<file path="config.mk">
export PLATFORM = sky130hd
export DESIGN_NAME = alsu_step_ctrl
export DESIGN_NICKNAME = d
export VERILOG_FILES = /design/src/rtl/alsu_step_ctrl.sv
export SDC_FILE = /design/constraint.sdc
export NUM_CORES = 1
export LEC_CHECK = 0
export BUFFER_PORTS_ARGS = -buffer_cell sky130_fd_sc_hd__buf_2
export CORE_MARGIN = 1.5
export CORE_UTILIZATION = 55
export CTS_BUF_LIST = sky130_fd_sc_hd__clkbuf_4 sky130_fd_sc_hd__clkbuf_8
export CTS_CLUSTER_SIZE = 25
export DETAILED_ROUTE_END_ITERATION = 10
export PLACE_DENSITY_LB_ADDON = 0.08
export SYNTH_ARGS = -nofsm -noshare
export SYNTH_HDL_FRONTEND = slang
export SYNTH_SLANG_ARGS = --single-unit
</file>
<file path="constraint.sdc">
create_clock -name clock_100Mhz -period 5.2 [get_ports clock_100Mhz]
set_clock_uncertainty 0.2 [all_clocks]
set_input_delay 0.78 -clock clock_100Mhz [delete_from_list [all_inputs] [get_ports clock_100Mhz]]
set_output_delay 0.78 -clock clock_100Mhz [all_outputs]
set_load 0.02 [all_outputs]
</file>
<file path="src/rtl/alsu_step_ctrl.sv">
// Step-button front end for the ALSU: debounces btn_step, sequences A/B/opcode entry and captures the result.
// Optional ALSU_LIVE_RESULT_EN: in S_SHOW, opcode follows sw_op and the result is re-captured every cycle.
module alsu_step_ctrl #(
    parameter int DEBOUNCE_CYCLES = 1000000,
    parameter int ALU_LATENCY     = 1
) (
    input  logic       clock_100Mhz,
    input  logic       reset,
    input  logic       btn_step,
    input  logic [2:0] sw_data,
    input  logic [2:0] sw_op,
    input  logic [5:0] alu_out,
    input  logic       alu_invalid,
    output logic [2:0] A,
    output logic [2:0] B,
    output logic [2:0] opcode,
    output logic [5:0] out_ALU,
    output logic       valid,
    output logic [2:0] state_led
);

    localparam int               CNT_W    = $clog2(DEBOUNCE_CYCLES + 1);
    localparam logic [CNT_W-1:0] CNT_LAST = CNT_W'(DEBOUNCE_CYCLES - 1);
    localparam logic [2:0]       LAT      = 3'(ALU_LATENCY);

    typedef enum logic [2:0] {
        S_A,
        S_B,
        S_OP,
        S_EXEC,
        S_CAP,
        S_SHOW
    } state_t;

    state_t           state_q;
    state_t           state_d;
    logic [1:0]       sync_q;
    logic             db_level;
    logic [CNT_W-1:0] db_cnt;
    logic             db_flip;
    logic             step;
    logic [2:0]       wait_cnt;

    // The FSM acts on the same edge the debounced level rises, so step is one cycle wide.
    assign db_flip = (sync_q[1] != db_level) && (db_cnt == CNT_LAST);
    assign step    = db_flip && !db_level;

    always_ff @(posedge clock_100Mhz) begin
        if (reset) begin
            sync_q   <= '0;
            db_level <= 1'b0;
            db_cnt   <= '0;
        end else begin
            // NOTE: sequential state uses non-blocking assignments so every register samples pre-edge values.
            sync_q <= {sync_q[0], btn_step};
            if (sync_q[1] == db_level) begin
                db_cnt <= '0;
            end else if (db_flip) begin
                db_level <= ~db_level;
                db_cnt   <= '0;
            end else begin
                db_cnt <= db_cnt + CNT_W'(1);
            end
        end
    end

    always_ff @(posedge clock_100Mhz) begin
        if (reset) state_q <= S_A;
        else       state_q <= state_d;
    end

    always_comb begin
        // NOTE: defaults first so no path through the case can infer a latch.
        state_d   = state_q;
        state_led = 3'b000;
        unique case (state_q)
            S_A: begin
                state_led = 3'b001;
                if (step) state_d = S_B;
            end
            S_B: begin
                state_led = 3'b010;
                if (step) state_d = S_OP;
            end
            S_OP: begin
                state_led = 3'b100;
                if (step) state_d = S_EXEC;
            end
            S_EXEC:  if (wait_cnt == LAT) state_d = S_CAP;
            S_CAP:   state_d = S_SHOW;
            S_SHOW:  if (step) state_d = S_A;
            default: state_d = S_A;
        endcase
    end

`ifdef ALSU_LIVE_RESULT_EN
    logic [6:0] live_tap;

    if (ALU_LATENCY == 1) begin : g_live_direct
        assign live_tap = {alu_invalid, alu_out};
    end else begin : g_live_pipe
        logic [6:0] live_q [ALU_LATENCY-1];

        // NOTE: the delay line is left unreset; it only feeds out_ALU in S_SHOW, by which time it has refilled.
        always_ff @(posedge clock_100Mhz) begin
            live_q[0] <= {alu_invalid, alu_out};
            for (int i = 1; i < ALU_LATENCY - 1; i++) begin
                live_q[i] <= live_q[i-1];
            end
        end

        assign live_tap = live_q[ALU_LATENCY-2];
    end
`endif

    always_ff @(posedge clock_100Mhz) begin
        if (reset) begin
            A        <= '0;
            B        <= '0;
            opcode   <= '0;
            out_ALU  <= '0;
            valid    <= 1'b0;
            wait_cnt <= '0;
        end else begin
            case (state_q)
                S_A: if (step) A <= sw_data;
                S_B: if (step) B <= sw_data;
                S_OP: begin
                    if (step) begin
                        opcode   <= sw_op;
                        wait_cnt <= '0;
                    end
                end
                S_EXEC: if (wait_cnt != LAT) wait_cnt <= wait_cnt + 3'd1;
                S_CAP: begin
                    out_ALU <= alu_out;
                    valid   <= ~alu_invalid;
                end
`ifdef ALSU_LIVE_RESULT_EN
                S_SHOW: begin
                    opcode  <= sw_op;
                    out_ALU <= live_tap[5:0];
                    valid   <= ~live_tap[6];
                end
`endif
                default: ;
            endcase
        end
    end

endmodule
</file>
==> metrics.log <==
[metrics] run status: complete, no violations
[metrics] Max Clk Rate: 418 MHz
[metrics] Max transition margin: 64.9%
[metrics] area of the core region: 3630 µm²
[metrics] number of warning messages in the yosys log: 0
[metrics] startpoint of the most critical hold path: sync_q[0]
[metrics] ANT nets after route: 0
[metrics] number of buffers inserted to repair setup after CTS: 0
[metrics] global-route wire length before repair: 6800 µm
[metrics] clock-pin slew on the worst setup and hold paths: 0.07 ns
[metrics] number of nets in the layout: 279
[metrics] die span in y: 64.1 µm
[metrics] top cell type by total area after synthesis: sky130_fd_sc_hd__dfxtp_1
[metrics] Avg Inst Size Synth: 8.84 µm²
[metrics] shortest period the worst path allows: 2.39 ns
[metrics] first-iteration detailed-routing DRC count: 136
[metrics] clock tree from TritonCTS: done
[metrics] count of standard-cell rows: 22
[metrics] arrival time worst endpoint: 1.41 ns
[metrics] number of hold buffers added after CTS: 0
[metrics] Routed WL per cell: 12.7 µm
[metrics] RSZ-0062 raised after global routing: false
[metrics] worst voltage drop across the vdd grid: 0.165 mV
[metrics] clock sink total: 45
[metrics] post-synthesis net count: 251
[metrics] via count of the first global-routing pass: 1,553
[metrics] count of cells along the worst register-to-register path: 5
[metrics] Congestion Overflow GR: 0
[metrics] power per cell area: 262 nW/µm²
[metrics] critical setup path kind: flip-flop to primary output
[metrics] IO Port Bufs: 34
[metrics] number of stages on the worst hold path: 1
[metrics] number of antenna violations at the first check in global routing: 0
[metrics] clock latency at the later pin of the worst-skew pair: 0.29 ns
[metrics] Period Utilization, post-route: 46.0%
[metrics] worst reg-to-reg setup slack: 2.89 ns
[metrics] Synth area leaders: sky130_fd_sc_hd__dfxtp_1 (44%), sky130_fd_sc_hd__nor2_1 (4.4%), sky130_fd_sc_hd__nand4_1 (4.0%), sky130_fd_sc_hd__a21oi_1 (3.9%), sky130_fd_sc_hd__xor2_1 (3.8%)
[metrics] EDFF count, synth: 0
[metrics] layout cell share with drive strength beyond 1: 19.2%
[metrics] Num CTS Buffers: 5
[metrics] launching element of the worst setup path: state_q[0]
[metrics] top cells by count, synth: sky130_fd_sc_hd__dfxtp_1 (45), sky130_fd_sc_hd__nor2_1 (24), sky130_fd_sc_hd__a21oi_1 (16), sky130_fd_sc_hd__nand3_1 (13), sky130_fd_sc_hd__nand4_1 (13)
[metrics] final count of negative-setup-slack endpoints: 0
[metrics] proportion of netlist area held by the largest area contributor: 43.9%
[metrics] post-synthesis instance area: 2050 µm²
[metrics] Starting Density: 56.4%
[metrics] Max-cap violations: 0
[metrics] largest net degree at the start of global routing: 29
[metrics] cell count after synthesis: 232
[metrics] weighted congestion reported at the end of routability-driven placement: 0.767
[metrics] category of the worst setup path capture point: primary output
[metrics] transition time at the pin with the least slew margin: 0.525 ns
[metrics] fraction of registers with async set/reset: 0%
[metrics] Area growth syn-to-layout: 13.3%
[metrics] detail-routed via count per cell: 5.60
[metrics] r2r startpoint: db_cnt[0]
[metrics] die width: 64.1 µm
[metrics] via total after detailed routing: 1,731
[metrics] post-detailed-routing wire length: 3930 µm
[metrics] Residual DRC: 0
[metrics] final setup TNS: 0 ns
[metrics] Clock Root Buffer: sky130_fd_sc_hd__clkbuf_8
[metrics] floorplan die area: 4100 µm²
[metrics] I/O pin total: 35
[metrics] required time of the worst setup path: 4.22 ns
[metrics] top flip-flop cell by instance count after synthesis: sky130_fd_sc_hd__dfxtp_1
[metrics] Hold Vio Cnt, Final: 0
[metrics] Pins Over Slew Limit: 0
[metrics] kind of launch point of the worst setup path: flip-flop
[metrics] Seq cells post-synth: 45
[metrics] number of inserted diodes: 0
[metrics] path type of the worst min-delay path: flip-flop to flip-flop
[metrics] leakage power of the design: 0.000820 µW
[metrics] cell with the most instances after synthesis: sky130_fd_sc_hd__dfxtp_1
[metrics] detailed placement HPWL: 2770 µm
[metrics] H-tree lvl count: 2
[metrics] deepest clock path buffer count: 2
[metrics] portion of the post-synthesis area used by sequential elements: 43.9%
[metrics] drt pass-1 iters: 4
[metrics] gr usage total: 21.0%
[metrics] highest net fanout along the worst path: 9
[metrics] final core utilization: 63.9%
[metrics] post-CTS resize count: 0
[metrics] Netlist cell types: 44
sequential cells by signal, summed over array words and instances, names as in the netlist:
| signal | cells |
|---|---|
| db_cnt | 20 |
| out_ALU | 6 |
| A | 3 |
| B | 3 |
| opcode | 3 |
| state_q | 3 |
| wait_cnt | 3 |
| sync_q | 2 |
| db_level | 1 |
| valid | 1 |
power by group:
| part | switching [µW] | internal, µW | leakage, µW | total (µW) |
|---|---|---|---|---|
| clock | 105 | 111 | 0.0000498 | 216 |
| combinational | 21.6 | 16.2 | 0.000407 | 37.8 |
| sequential | 4.69 | 349 | 0.000363 | 354 |
final timing paths:
| path | end |
|---|---|
| worst max register to register | wait_cnt[1] |
| worst max-delay path | state_led[1] |
| worst min-delay path | sync_q[1] |
| worst min register to register | sync_q[1] |
per-stage QoR:
stage | cells | hold slack (ns) | cell area (µm²) | power [µW] | worst slack (ns)
2_1_floorplan | 232 | 0.214 | 2050 | 386 | 3.19
3_3_place_gp | 301 | 0.226 | 2230 | 399 | 2.89
3_5_place_dp | 301 | 0.225 | 2230 | 400 | 2.89
4_1_cts | 309 | 0.243 | 2320 | 613 | 2.81
5_1_grt | 309 | 0.266 | 2320 | 633 | 2.63
6_report | 309 | 0.242 | 2320 | 608 | 2.81
routing by layer:
layer / up-vias / wire, µm / track usage [%]
met4: 0 / 65 / 8.97
li1: 896 / - / -
met3: 7 / 176 / 3.70
met2: 40 / 1690 / 32.0
met1: 788 / 1990 / 29.1
met5: - / 0 / 0
area by class of cell:
class / count / area, µm²
timing repair buffer: 36 / 185
sequential: 45 / 901
multi-input combinational: 167 / 1070
inverter: 5 / 18.8
tap: 48 / 60.1
clock buffer: 8 / 91.3
fill: 331 / 1310
critical path: stages (launching register included):
cell	delay, ns
sky130_fd_sc_hd__dfxtp_1	0.47
sky130_fd_sc_hd__nor2b_1	0.32
sky130_fd_sc_hd__and2_1	0.18
sky130_fd_sc_hd__buf_2	0.16
placed cells by master (no fill, tap or decap), drive strengths merged:
master / count
a211oi: 2
a21o: 1
a21oi: 17
a221oi: 1
a31oi: 1
and2: 2
and3: 1
and4: 7
and4b: 1
and4bb: 1
buf: 36
clkbuf: 8
dfxtp: 45
ha: 3
inv: 5
mux2i: 6
nand2: 12
nand2b: 3
nand3: 14
nand3b: 2
nand4: 13
nor2: 24
nor2b: 4
nor3: 3
nor3b: 1
nor4: 2
nor4b: 4
nor4bb: 1
o21ai: 13
o311ai: 1
o31ai: 1
o32ai: 1
o41ai: 4
or3: 6
or4: 1
xnor2: 5
xor2: 9
cell families (layout without fill, tap and decap cells):
kind of cell | count (synthesis) | in the layout | share of synthesized area (%)
flops | 45 | 45 | 43.9
buf+inv | 20 | 49 | 4.03
compound gates | 42 | 42 | 12.3
simple gates | 102 | 102 | 29.0
mux | 6 | 6 | 2.93
xor+xnor | 14 | 14 | 5.98
fa+ha+maj | 3 | 3 | 1.83
(Power assumes the default switching activity.)
